===== src/rtl/fft_ctrl_pkg.sv =====
`default_nettype none
// ============================================================================
// fft_ctrl_pkg : state type, config-word layout and scaling schedule
//                shared by fft_frame_ctrl and fft_scale_lut
// Rev 1.0
// ============================================================================
package fft_ctrl_pkg;

  typedef enum logic [1:0] {
    ST_IDLE  = 2'd0,
    ST_CFG   = 2'd1,
    ST_RUN   = 2'd2,
    ST_DRAIN = 2'd3
  } state_e;

  localparam int LOG2N_W      = 4;
  localparam int SCALE_W      = 12;
  localparam int CFG_W        = 24;
  localparam int CNT_W        = 12;
  localparam int STAT_W       = 32;

  localparam int CW_LOG2N_LSB = 0;
  localparam int CW_FWD_BIT   = 8;
  localparam int CW_SCALE_LSB = 9;

  // Fixed per-stage shift schedule; sizes outside the table clamp to the ends.
  function automatic logic [SCALE_W-1:0] scale_sch(input logic [LOG2N_W-1:0] log2n);
    logic [SCALE_W-1:0] s;
    case (log2n)
      4'd4:    s = 12'd10;
      4'd5:    s = 12'd26;
      4'd6:    s = 12'd42;
      4'd7:    s = 12'd106;
      4'd8:    s = 12'd170;
      4'd9:    s = 12'd426;
      4'd10:   s = 12'd682;
      4'd11:   s = 12'd1706;
      default: s = (log2n < 4'd4) ? 12'd6 : 12'd2730;
    endcase
    return s;
  endfunction

endpackage
`default_nettype wire


===== src/rtl/fft_scale_lut.sv =====
`default_nettype none
// ============================================================================
// fft_scale_lut : combinational log2n -> scale_sch lookup
// Rev 1.0
// ============================================================================
module fft_scale_lut
  import fft_ctrl_pkg::*;
(
  input  logic [LOG2N_W-1:0] log2n_i,
  output logic [SCALE_W-1:0] scale_sch_o
);

  assign scale_sch_o = scale_sch(log2n_i);

endmodule
`default_nettype wire


===== src/rtl/fft_frame_ctrl.sv =====
`default_nettype none
// ============================================================================
// fft_frame_ctrl : xfft request sequencer, config issue and N-sample framing
//   Optional FFT_FRAME_CTRL_STATS_EN adds frames_in / frames_out counters.
// Rev 1.0
// ============================================================================
module fft_frame_ctrl
  import fft_ctrl_pkg::*;
#(
  parameter int LOG2N_MIN = 3,
  parameter int LOG2N_MAX = 12,
  parameter int OUTS_W    = 4
) (
  input  logic                 aclk,
  input  logic                 areset,
  input  logic                 cfg_valid,
  output logic                 cfg_ready,
  input  logic [LOG2N_W-1:0]   cfg_log2n,
  input  logic                 cfg_fwd,
  input  logic [63:0]          s_axis_tdata,
  input  logic                 s_axis_tvalid,
  output logic                 s_axis_tready,
  output logic [CFG_W-1:0]     fft_cfg_tdata,
  output logic                 fft_cfg_tvalid,
  input  logic                 fft_cfg_tready,
  output logic [63:0]          fft_data_tdata,
  output logic                 fft_data_tvalid,
  output logic                 fft_data_tlast,
  input  logic                 fft_data_tready,
  input  logic                 fft_out_tvalid,
  input  logic                 fft_out_tready,
  input  logic                 fft_out_tlast,
  input  logic                 ev_tlast_unexpected,
  input  logic                 ev_tlast_missing,
  input  logic                 err_clr,
  output logic                 busy,
  output logic                 cfg_err,
  output logic [2:0]           err
`ifdef FFT_FRAME_CTRL_STATS_EN
  ,
  output logic [STAT_W-1:0]    frames_in,
  output logic [STAT_W-1:0]    frames_out
`endif
);

  localparam logic [LOG2N_W-1:0] L2_MIN = LOG2N_W'(LOG2N_MIN);
  localparam logic [LOG2N_W-1:0] L2_MAX = LOG2N_W'(LOG2N_MAX);

  state_e               state_q, state_d;
  logic [CFG_W-1:0]     cfg_word_q, cfg_word_d;
  logic [LOG2N_W-1:0]   cfg_log2n_q, cfg_log2n_d;
  logic [CNT_W-1:0]     last_q, last_d;
  logic [CNT_W-1:0]     cnt_q, cnt_d;
  logic                 pend_q, pend_d;
  logic [LOG2N_W-1:0]   pend_log2n_q, pend_log2n_d;
  logic                 pend_fwd_q, pend_fwd_d;
  logic [OUTS_W-1:0]    outs_q, outs_d;
  logic [2:0]           err_q, err_d;
  logic                 cfg_err_q, cfg_err_d;

  logic                 w_legal, w_cfg_hs, w_run, w_gate, w_tlast;
  logic                 w_beat, w_in_last, w_out_last, w_underflow;
  logic [LOG2N_W-1:0]   w_bld_log2n;
  logic                 w_bld_fwd;
  logic [SCALE_W-1:0]   w_scale;
  logic [CFG_W-1:0]     w_word;

  assign w_legal  = (cfg_log2n >= L2_MIN) && (cfg_log2n <= L2_MAX);
  assign w_cfg_hs = cfg_valid & cfg_ready;
  assign w_run    = (state_q == ST_RUN);
  // Gate only closes on a frame boundary, so a frame in progress always completes.
  assign w_gate   = ~((cnt_q == '0) & (pend_q | (outs_q == '1)));
  assign w_tlast  = (cnt_q == last_q);

  assign w_beat      = w_run & w_gate & s_axis_tvalid & fft_data_tready;
  assign w_in_last   = w_beat & w_tlast;
  assign w_out_last  = fft_out_tvalid & fft_out_tready & fft_out_tlast;
  assign w_underflow = w_out_last & ~w_in_last & (outs_q == '0);

  // The word is built from the live request in IDLE, from the pending one otherwise.
  assign w_bld_log2n = (state_q == ST_IDLE) ? cfg_log2n : pend_log2n_q;
  assign w_bld_fwd   = (state_q == ST_IDLE) ? cfg_fwd   : pend_fwd_q;

  fft_scale_lut u_scale_lut (
    .log2n_i     (w_bld_log2n),
    .scale_sch_o (w_scale)
  );

  always_comb begin
    w_word = '0;
    w_word[CW_LOG2N_LSB +: LOG2N_W] = w_bld_log2n;
    w_word[CW_FWD_BIT]              = w_bld_fwd;
    w_word[CW_SCALE_LSB +: SCALE_W] = w_scale;
  end

  assign cfg_ready       = (state_q == ST_IDLE) | (w_run & ~pend_q);
  assign fft_cfg_tvalid  = (state_q == ST_CFG);
  assign fft_cfg_tdata   = cfg_word_q;
  assign fft_data_tdata  = s_axis_tdata;
  assign fft_data_tvalid = w_run & w_gate & s_axis_tvalid;
  assign s_axis_tready   = w_run & w_gate & fft_data_tready;
  assign fft_data_tlast  = w_run & w_tlast;
  assign busy            = (state_q != ST_IDLE);
  assign cfg_err         = cfg_err_q;
  assign err             = err_q;

  always_comb begin
    state_d      = state_q;
    cfg_word_d   = cfg_word_q;
    cfg_log2n_d  = cfg_log2n_q;
    last_d       = last_q;
    cnt_d        = cnt_q;
    pend_d       = pend_q;
    pend_log2n_d = pend_log2n_q;
    pend_fwd_d   = pend_fwd_q;
    outs_d       = outs_q;
    cfg_err_d    = w_cfg_hs & ~w_legal;
    err_d        = (err_clr ? 3'b000 : err_q)
                 | {w_underflow, ev_tlast_missing, ev_tlast_unexpected};

    unique case (state_q)
      ST_IDLE: begin
        if (w_cfg_hs && w_legal) begin
          state_d     = ST_CFG;
          cfg_word_d  = w_word;
          cfg_log2n_d = cfg_log2n;
        end
      end
      ST_CFG: begin
        if (fft_cfg_tready) begin
          state_d = ST_RUN;
          last_d  = CNT_W'((13'd1 << cfg_log2n_q) - 13'd1);
          cnt_d   = '0;
        end
      end
      ST_RUN: begin
        if (w_beat) cnt_d = w_tlast ? '0 : cnt_q + CNT_W'(1);
        if ((cnt_q == '0) && pend_q) begin
          state_d = ST_DRAIN;
        end else if (w_cfg_hs && w_legal) begin
          pend_d       = 1'b1;
          pend_log2n_d = cfg_log2n;
          pend_fwd_d   = cfg_fwd;
        end
      end
      ST_DRAIN: begin
        if (outs_q == '0) begin
          state_d     = ST_CFG;
          cfg_word_d  = w_word;
          cfg_log2n_d = pend_log2n_q;
          pend_d      = 1'b0;
        end
      end
      default: state_d = ST_IDLE;
    endcase

    if (w_in_last && !w_out_last) begin
      outs_d = outs_q + OUTS_W'(1);
    end else if (w_out_last && !w_in_last && (outs_q != '0)) begin
      outs_d = outs_q - OUTS_W'(1);
    end
  end

  always_ff @(posedge aclk) begin
    if (areset) state_q <= ST_IDLE;
    else        state_q <= state_d;
  end

  always_ff @(posedge aclk) begin
    if (areset) begin
      cfg_word_q   <= '0;
      cfg_log2n_q  <= '0;
      last_q       <= '0;
      cnt_q        <= '0;
      pend_q       <= 1'b0;
      pend_log2n_q <= '0;
      pend_fwd_q   <= 1'b0;
      outs_q       <= '0;
      err_q        <= '0;
      cfg_err_q    <= 1'b0;
    end else begin
      cfg_word_q   <= cfg_word_d;
      cfg_log2n_q  <= cfg_log2n_d;
      last_q       <= last_d;
      cnt_q        <= cnt_d;
      pend_q       <= pend_d;
      pend_log2n_q <= pend_log2n_d;
      pend_fwd_q   <= pend_fwd_d;
      outs_q       <= outs_d;
      err_q        <= err_d;
      cfg_err_q    <= cfg_err_d;
    end
  end

`ifdef FFT_FRAME_CTRL_STATS_EN
  logic [STAT_W-1:0] frames_in_q, frames_out_q;

  always_ff @(posedge aclk) begin
    if (areset) begin
      frames_in_q  <= '0;
      frames_out_q <= '0;
    end else begin
      if (w_in_last)  frames_in_q  <= frames_in_q + STAT_W'(1);
      if (w_out_last) frames_out_q <= frames_out_q + STAT_W'(1);
    end
  end

  assign frames_in  = frames_in_q;
  assign frames_out = frames_out_q;
`endif

endmodule
`default_nettype wire


===== config.mk =====
export PLATFORM = sky130hd
export DESIGN_NAME = fft_frame_ctrl
export DESIGN_NICKNAME = d
export VERILOG_FILES = /design/src/rtl/fft_ctrl_pkg.sv /design/src/rtl/fft_scale_lut.sv /design/src/rtl/fft_frame_ctrl.sv
export SDC_FILE = /design/constraint.sdc
export NUM_CORES = 1
export LEC_CHECK = 0
export ABC_AREA = 1
export BUFFER_PORTS_ARGS = -buffer_cell sky130_fd_sc_hd__buf_4
export CAP_MARGIN = 5
export CORE_UTILIZATION = 35
export CTS_CLUSTER_DIAMETER = 50
export DETAILED_ROUTE_END_ITERATION = 6
export PLACE_DENSITY = 0.65
export RECOVER_POWER = 100
export REMOVE_ABC_BUFFERS = 1
export SLEW_MARGIN = 20
export SYNTH_ARGS = -nofsm -noshare
export SYNTH_HDL_FRONTEND = slang
export SYNTH_SLANG_ARGS = --single-unit
export TNS_END_PERCENT = 20

===== constraint.sdc =====
create_clock -name aclk -period 6.2 [get_ports aclk]
set_input_delay 0.62 -clock aclk [delete_from_list [all_inputs] [get_ports aclk]]
set_output_delay 0.62 -clock aclk [all_outputs]
set_load 0.01 [all_outputs]

; Yosys cells after proc, flatten, opt, wreduce, memory -nomap -nowiden
; Index checks and enable logic that the tools add are counted.
; Widths: inputs -> output; s select.
[word_totals]
reg_bits = 68
input_bits = 81
out_inout_bits = 98
word_cells = 110
[classes]
n_addsub = 4
order_cmp = 3
eq_ne = 20
n_shift = 1
muxes = 26
n_bitwise = 22
n_reduce_logical = 23
[op_table]
columns = cell, n
row1 = $pmux 12 s8, 1
row2 = $mux 12, 4
row3 = $mux 24, 2
row4 = $pmux 24 s2, 1
row5 = $pmux 12 s2, 1
row6 = $eq 4x4->1 const B, 5
row7 = $mux 4, 5
row8 = $eq 4x3->1 const B, 4
row9 = $and 1x1->1, 14
row10 = $add 12x1->12 const B, 1
row11 = $eq 12x12->1, 1
row12 = $logic_not 12->1, 1
row13 = $shl 1x4->12 const A, 1
row14 = $sub 12x1->12 const B, 1
row15 = $ne 2x1->1 const B, 5
row16 = $reduce_bool 2->1, 5
row17 = $reduce_and 3->1, 3
row18 = $mux 2, 4
row19 = $pmux 2 s4, 1
row20 = $pmux 4 s2, 1
row21 = $reduce_and 4->1, 2
row22 = $logic_and 1x1->1, 6
row23 = $not 1->1, 5
row24 = $add 4x1->4 const B, 1
row25 = 17 further kinds, 24

; Depth between registers and ports, before layout
; Gate-level depths: netlist of the first run.
[depth]
word_depth = 13
depth_mapped = 17
ltp_nobuf = 17

; Modules after synthesis
; From an unflattened synthesis of the first run, not the netlist that was laid out.
[unflattened]
cells_unflattened = 573
hier_area_um2 = 3918.8
[by_module_without_submodules]
columns = mod, n_inst, cells_each, area_per_inst_um2, seq_area_each_um2
row1 = fft_frame_ctrl, 1, 549, 3821.2, 1221.2
row2 = fft_scale_lut, 1, 24, 97.6, 0.0

; Worst setup path after synthesis of the first run
; OpenSTA, ideal clock, no wires.
[synth_timing]
kind = register -> register
startpoint = reg cnt_q[0]
endpoint = reg outs_q[3]
setup_time_ps = 115
arrival_time_ps = 2196
required_ps = 6085
slack_ps = 3889
path_stages_with_launch = 18
path_buffers = 0
synth_period_minus_slack_ps = 2311
path_cell_list = dfxtp_1 -> inv_1 -> ha_1 -> nand3_4 -> nor2_2 -> nand3_2 -> nand3_4 -> nor2_1 -> nand3_1 -> ha_1 -> nand2_1 -> nand2_1 -> a31oi_1 -> inv_1 -> nand2_1 -> nand3_1 -> nand2_1 -> nor2_1
[synth_via]
elab_chain_cells = 11
elab_cells_between_ends = 14
cone_classes = 1 x eq/ne / 1 x mux / 6 x bitwise / 6 x reduce/logical
[synth_lines]
columns = element, line_no
row1 = "start, declared", fft_frame_ctrl.sv:53  ; logic [CNT_W-1:0] cnt_q, cnt_d;
row2 = "start signal, assigned", fft_frame_ctrl.sv:185  ; cnt_q <= cnt_d;
row3 = $logic_not 12->1, fft_frame_ctrl.sv:72  ; assign w_gate = ~((cnt_q == '0) & (pend_q | (outs_q == '1)));
row4 = $and 1x1->1, fft_frame_ctrl.sv:72
row5 = $not 1->1, fft_frame_ctrl.sv:72
row6 = $and 1x1->1 (3 in a row), fft_frame_ctrl.sv:75  ; assign w_beat = w_run & w_gate & s_axis_tvalid & fft_data_tready;
row7 = $and 1x1->1 *, fft_frame_ctrl.sv:76  ; assign w_in_last = w_beat & w_tlast;
row8 = $logic_not 1->1, fft_frame_ctrl.sv:159  ; end else if (w_out_last && !w_in_last && (outs_q != '0)) begin
row9 = $logic_and 1x1->1 (2 in a row), fft_frame_ctrl.sv:159
row10 = $reduce_bool 2->1 (no source line), -
row11 = "end signal, assigned", fft_frame_ctrl.sv:189  ; outs_q <= outs_d;
row12 = "end, declared", fft_frame_ctrl.sv:57  ; logic [OUTS_W-1:0] outs_q, outs_d;
; Every way passes the cells marked *; elsewhere a longest branch is shown, timed or not.
; A chain may end at the register's enable or synchronous reset.

; Final worst setup path of the first run
[layout_timing]
startpoint = reg state_q[0]
endpoint = reg cnt_q[1]
[layout_via]
elab_chain_cells = 6
elab_cells_between_ends = 10
cone_classes = 4 x eq/ne / 1 x mux / 3 x bitwise / 2 x reduce/logical
[layout_lines]
columns = element, line_no
row1 = "start, declared", fft_frame_ctrl.sv:49  ; state_e state_q, state_d;
row2 = "start signal, assigned", fft_frame_ctrl.sv:166  ; else state_q <= state_d;
row3 = $eq 2x2->1, "fft_frame_ctrl.sv:70, fft_frame_ctrl.sv:121"
row4 = $and 1x1->1 (3 in a row), fft_frame_ctrl.sv:75
row5 = $ne 2x1->1 (no source line), -
row6 = $reduce_and 3->1 (no source line), -
; Several ways; a longest one is shown, not always the timed one.

==> impl_metrics.ini, run 1 <==
[hold_path]
hold_path_class = flip-flop to flip-flop

[grt]
gr-usage-all-layers_pct = 22.65
overflow = 0
antenna_found_initial = 0
grt_max_degree = 31
grt_pass1_vias = 2979
grt_pass1_wl_um = 18420

[power]
p_sw_share_pct = 47.48
p_total_mw = 1.638
power.leakage_nw = 1.535
power_density_nw_per_um2 = 442.8
ir_drop_uv = 213.7
p_comb_share_pct = 47.7
seqPwrFrac_pct = 33.0
power_frac_clock_pct = 19.3
internal_power_uw = 860.1
p_sw_uw = 777.5

[route]
routed_wl_um = 12430
drt-vias-per-instance = 5.028
drt_iter0_markers = 204
ant_nets = 0
drc = 0
post_drt_wl_per_cell_um = 19.27
routed-via-count = 3243
dr.pass1.iters = 4

[final_layout]
fillers = 1181
final_common_cell = nand2_1
mostFrequentLayoutCells = nand2_1 (86), dfxtp_1 (60), inv_1 (56)
layout-drive-gt1-share_pct = 9.037
layoutNonFillerInstCount = 645
area_growth_pct = -2.054
diodes = 0
num-nets-final = 596

[setup_path]
startpoint_type = flip-flop
crit_slowest_cell = o21ai_0
end_kind = flip-flop
worst-path-max-fanout = 15
required_ns = 6.38
critical_path_arrival_ns = 3.63
critPathMostFrequentCell = inv_1
rrSetupSlack_ns = 2.75
worstPathCellList = inv_1, ha_1, inv_1, a21oi_1, nand2_1, o21ai_0, nor2_1
max_stage_delay_ns = 0.91
worstSetupPathType = flip-flop to flip-flop

[sta]
worstMarginPinSlew_ns = 1.669
finalSetupViolCount = 0
drv_slew = 26
clock.fmax_ghz = 0.2898
final_hold_viol_count = 0
slew_headroom_pct = -11.73
min_period_ns = 3.451
whs_ns = 0.4567
rsz0062_at_grt = no
fin_ws_ns = 2.749
setup_tns_ns = 0
clock_skew_ns = 0.005657
min_period_over_period_pct = 55.67

[clock_network]
clockBufferDepth = 2
post_cts_buffers = 0
worstSkewPairLatency_ns = 0.33
cts_root_buffer = clkbuf_8
clock_sinks = 60
clk_pin_slew_ns = 0.07
cts_tree = done
cts-buffers-inserted = 9
htreeDepth = 3
ctsHoldBuffers = 0
post_cts_resized = 0

[yosys]
syn_area_per_cell_sq_um = 7.111
yosys_register_bits = 60
synth.largest_area_cell = dfxtp_1
ys_seq_area_share_pct = 31.81
ys_warn_count = 0
synth_area_leaders = dfxtp_1 (32%), buf_4 (15%), nand2_1 (8.4%)
synth.distinct_cells = 41
synth_top_area_share_pct = 31.81
netlist_area_sq_um = 3776
synth_cells = 531

[place]
placed_cells = 629
place.port_buffers = 42
finalWeightedCongestion = 0.8436
pre_cts_ws_ns = 3.620
place_hpwl_um = 9734

[flow_run]
drv_cap = 1

[run_status]
violations = max-capacitance violations, max-slew violations
status = complete, but fails checks

[die]
ioPinCount = 179
die-area_sq_um = 11210
die_y_um = 105.9
rows = 37
start_util_pct = 36.41
die_w_um = 105.9
coreArea_sq_um = 10370
==> per-layer routing <==
layer  global-route usage (%)  wire length, um  part of all wire, %  vias up
met3                    20.84             2275                   18       14
met2                    28.34             4703                   38      185
met4                    6.151              133                  1.1        6
met1                    26.21             5162                   42     1460
li1                         -                -                    -     1578
met5                    13.33              155                  1.2        -
==> cells in the mapped netlist (all sizes together) <==
cell and count:
ha 10, o21a 4, xor2 7, buf 78, nand2 87, or2 1
nor2 52, nor3b 1, o21ai 46, o2111ai 1, conb 1, o311ai 1
a21oi 51, xnor2 7, and3 2, inv 61, nand4 8, nand3 30
dfxtp 60, nor3 8, a31oi 2, o211ai 3, clkbuf 9, fa 1
==> cell families after synthesis <==
family                   count (synthesis)  synth area share [%]
AND/OR/NAND/NOR                        189                 22.50
buffers and inverters                  148                 22.73
AO/OA/AOI/OAI                          108                 15.77
flip-flops                              60                 31.81
XOR/XNOR                                14                 3.247
adder cells (fa/ha/maj)                 11                 3.844
other                                    1               0.09931
==> power groups by stage <==
stage	clock [mW]	sequential, mW	combinational, mW
after global routing	0.343	0.552	0.886
after global placement	0	0.545	0.830
after floorplan	0	0.552	0.579
final	0.317	0.541	0.780
after detailed placement	0	0.548	0.844
after CTS	0.327	0.542	0.851
==> critical path: cells and delay by family (launching register included) <==
| family | cells | cell delay, ns |
|---|---|---|
| adder cells (fa/ha/maj) | 1 | 0.38 |
| AND/OR/NAND/NOR | 2 | 0.66 |
| AO/OA/AOI/OAI | 2 | 1.63 |
| flip-flops | 1 | 0.35 |
| buffers and inverters | 2 | 0.29 |
==> area by class of cell <==
type	count	area (sq um)	area share [%]
Clock buffer	9	123.9	3.349
Clock inverter	7	51.30	1.387
Inverter	61	229.0	6.191
Multi-Input combinational cell	330	1702	46.01
Sequential cell	60	1201	32.48
Tap cell	136	170.2	4.601
Timing Repair Buffer	42	221.5	5.988
==> state kept, by name (all words and copies together), names as in the netlist <==
register       cells
err                3
cfg_err            1
fft_cfg_tdata     16
pend_q             1
state_q            2
outs_q             4
last_q            12
pend_log2n_q       4
pend_fwd_q         1
cfg_log2n_q        4
cnt_q             12
==> worst paths after layout <==
path	start	to	cells after the start
setup / recovery	state_q[0]$_SDFFE_PP0P_	cnt_q[1]$_SDFFE_PP0P_	7
hold / removal	pend_fwd_q$_SDFFE_PP0P_	pend_fwd_q$_SDFFE_PP0P_	2
setup reg to reg	state_q[0]$_SDFFE_PP0P_	cnt_q[1]$_SDFFE_PP0P_	7
hold reg to reg	pend_fwd_q$_SDFFE_PP0P_	pend_fwd_q$_SDFFE_PP0P_	2
==> stage by stage <==
stage               util [%]  area [sq um]
floorplan                  -          3173
global placement       35.28          3659
detailed placement     35.28          3659
CTS                    36.97          3834
global route           35.67          3699
finish                 35.67          3699
Power figures use the tool's default switching activity.
==> run 2, diff against run 1 <==
--- a/config.mk
+++ b/config.mk
@@ -11,7 +11,7 @@
 export CORE_UTILIZATION = 35
 export CTS_CLUSTER_DIAMETER = 50
 export DETAILED_ROUTE_END_ITERATION = 6
-export PLACE_DENSITY = 0.65
+export PLACE_DENSITY = 0.68
 export RECOVER_POWER = 100
 export REMOVE_ABC_BUFFERS = 1
 export SLEW_MARGIN = 20
==> constraint.sdc (replaced) <==
create_clock -name aclk -period 3.1 [get_ports aclk]
set_input_delay 0.31 -clock aclk [delete_from_list [all_inputs] [get_ports aclk]]
set_output_delay 0.31 -clock aclk [all_outputs]
set_load 0.01 [all_outputs]
==> run 2 against run 1 <==
- the run now ends clean
- count of clock-buffer cells in the layout unchanged
- via count grew 1.1%
- global-route usage is 0.42 points lower
- cell count rose by 0.47%
- core utilization grew 0.89 points
- register-to-register slack lost 2.3 ns
- non-clock buffer count grew 3
- critical endpoint is now outs_q[3]$_SDFFE_PP0P_
- largest cell class unchanged
==> impl_metrics.ini, run 2 (synthesis gave the netlist of run 1 again) <==
[final_layout]
mostFrequentLayoutCells = nand2_1 (85), dfxtp_1 (60), inv_1 (56)
diodes = 0
post-route-util_pct = 36.56
largest_reg_flops = 16
num-nets-final = 599
final_common_cell = nand2_1
area_growth_pct = 0.3977
layoutNonFillerInstCount = 648
layout-drive-gt1-share_pct = 10.35

[sta]
finalSetupViolCount = 0
worstMarginPinSlew_ns = 0.8136
clock.fmax_ghz = 0.3741
slew_headroom_pct = 45.40
drv_slew = 0
final_hold_viol_count = 0
rsz0062_at_grt = no
min_period_ns = 2.673
clock_skew_ns = 0.007543
min_period_over_period_pct = 86.22
setup_tns_ns = 0

[setup_path]
rrSetupSlack_ns = 0.43
worstPathCellList = inv_1, ha_1, nand3_4, nor2_1, nand3_1, nand3_4, nor2_1, nand3_1, ha_1, nand2_1, nand2_1, a31oi_1, inv_1, nand2_1, nand3_1, nand2_1, nor2_1
required_ns = 3.35
r2r-end = outs_q[3]$_SDFFE_PP0P_
reg2reg_depth = 17
worstSetupPathType = flip-flop to flip-flop
startpoint_type = flip-flop
rr_startpoint = cnt_q[0]$_SDFFE_PP0P_
critPathMostFrequentCell = nand2_1
max_stage_delay_ns = 0.45
cpLargestDelayFamily = simple AND/OR/NAND/NOR gates
end_kind = flip-flop
critPathBufInv = 2
worst-path-max-fanout = 7
critical_path_arrival_ns = 2.92
crit_slowest_cell = dfxtp_1

[grt]
grt_max_degree = 31
gr-usage-all-layers_pct = 22.23
antenna_found_initial = 0
grt_pass1_wl_um = 18210
overflow = 0
grt_pass1_vias = 2998

[die]
die-area_sq_um = 11210
die_y_um = 105.9
coreArea_sq_um = 10370
start_util_pct = 36.41
die_w_um = 105.9
rows = 37
ioPinCount = 179

[clock_network]
post_cts_resized = 0
htreeDepth = 3
cts_tree = done
clockBufferDepth = 2
ctsHoldBuffers = 0
post_cts_buffers = 0
cts-buffers-inserted = 9
cts_root_buffer = clkbuf_8
worstSkewPairLatency_ns = 0.35
clk_pin_slew_ns = 0.07
clock_sinks = 60

[route]
drt-vias-per-instance = 5.059
drt_iter0_markers = 254
ant_nets = 0
drc = 0
routed_wl_um = 12260
routed-via-count = 3278
dr.pass1.iters = 4
post_drt_wl_per_cell_um = 18.92

[power]
p_comb_share_pct = 46.9
power_density_nw_per_um2 = 928.1
p_sw_mw = 1.580
power_frac_clock_pct = 22.5
ir_drop_uv = 499.3
seqPwrFrac_pct = 30.6
p_sw_share_pct = 44.91
p_total_mw = 3.519
internal_power_mw = 1.939
power.leakage_nw = 1.576

[place]
place_hpwl_um = 9675
place.port_buffers = 42
placed_cells = 632
finalWeightedCongestion = 0.8876

[flow_run]
drv_cap = 0

[hold_path]
hold_path_class = primary input to flip-flop
hold_path_startpoint = ev_tlast_unexpected
hold_path_depth = 3
hold-path-endpoint = err[0]$_SDFF_PP0_

[run_status]
status = finished clean
[run 2: cell count changes in the layout (fill, tap and decap cells not counted), moves of 2 or more]
cell,before,now
bufinv_16,0,2
clkinv_2,2,0
inv_6,2,0
buf_4,17,21
clkinv_4,1,3
[run 2: tightest hold or removal path: stages]
cell	delay [ns]
buf_4	0.07
a21oi_1	0.03
nor2_1	0.06
[run 2: through the flow]
| stage | instance area (sq um) | hold WS [ns] | worst slack, ns |
|---|---|---|---|
| floorplan | 3173 | 0.3791 | 0.7727 |
| global placement | 3681 | 0.4399 | 0.6390 |
| finish | 3791 | 0.1663 | 0.4272 |
| global route | 3791 | 0.1929 | 0.1333 |
| CTS | 3906 | 0.1618 | 0.4825 |
| detailed placement | 3681 | 0.4395 | 0.4902 |
[run 2: routing by layer]
| layer | track usage (%) | vias up | part of all wire [%] |
|---|---|---|---|
| met5 | 12.86 | - | 1.2 |
| met2 | 28.01 | 191 | 37 |
| li1 | - | 1581 | - |
| met3 | 19.48 | 21 | 18 |
| met1 | 26.32 | 1479 | 42 |
| met4 | 5.655 | 6 | 1.6 |
[run 2: how the worst max path moves through the flow]
stage                            startpoint                          end  slack [ns]  depth (start not counted)
finish                cnt_q[0]$_SDFFE_PP0P_       outs_q[3]$_SDFFE_PP0P_        0.43                         17
global route        state_q[0]$_SDFFE_PP0P_  cfg_log2n_q[2]$_SDFFE_PP0P_        0.13                         10
CTS                   cnt_q[0]$_SDFFE_PP0P_       outs_q[3]$_SDFFE_PP0P_        0.48                         17
detailed placement    cnt_q[0]$_SDFFE_PP0P_       outs_q[3]$_SDFFE_PP0P_        0.49                         17
global placement      cnt_q[0]$_SDFFE_PP0P_       outs_q[3]$_SDFFE_PP0P_        0.64                         17
floorplan             cnt_q[0]$_SDFFE_PP0P_       outs_q[3]$_SDFFE_PP0P_        0.77                         17
[run 2: power by group through the flow]
stage / registers, mW / clock network (mW) / logic (mW)
2_1_floorplan: 1.10 / 0 / 1.16
3_3_place_gp: 1.09 / 0 / 1.72
3_5_place_dp: 1.09 / 0 / 1.75
4_1_cts: 1.08 / 0.808 / 1.76
5_1_grt: 1.10 / 0.838 / 1.89
6_report: 1.08 / 0.792 / 1.65
[run 2: cell type report]
class,instances,area (sq um)
sequential,60,1201
clock inverter,7,101.3
inverter,61,229.0
timing repair buffer,45,247.7
fill,1127,6579
clock buffer,9,123.9
tap,136,170.2
multi-input combinational,330,1718
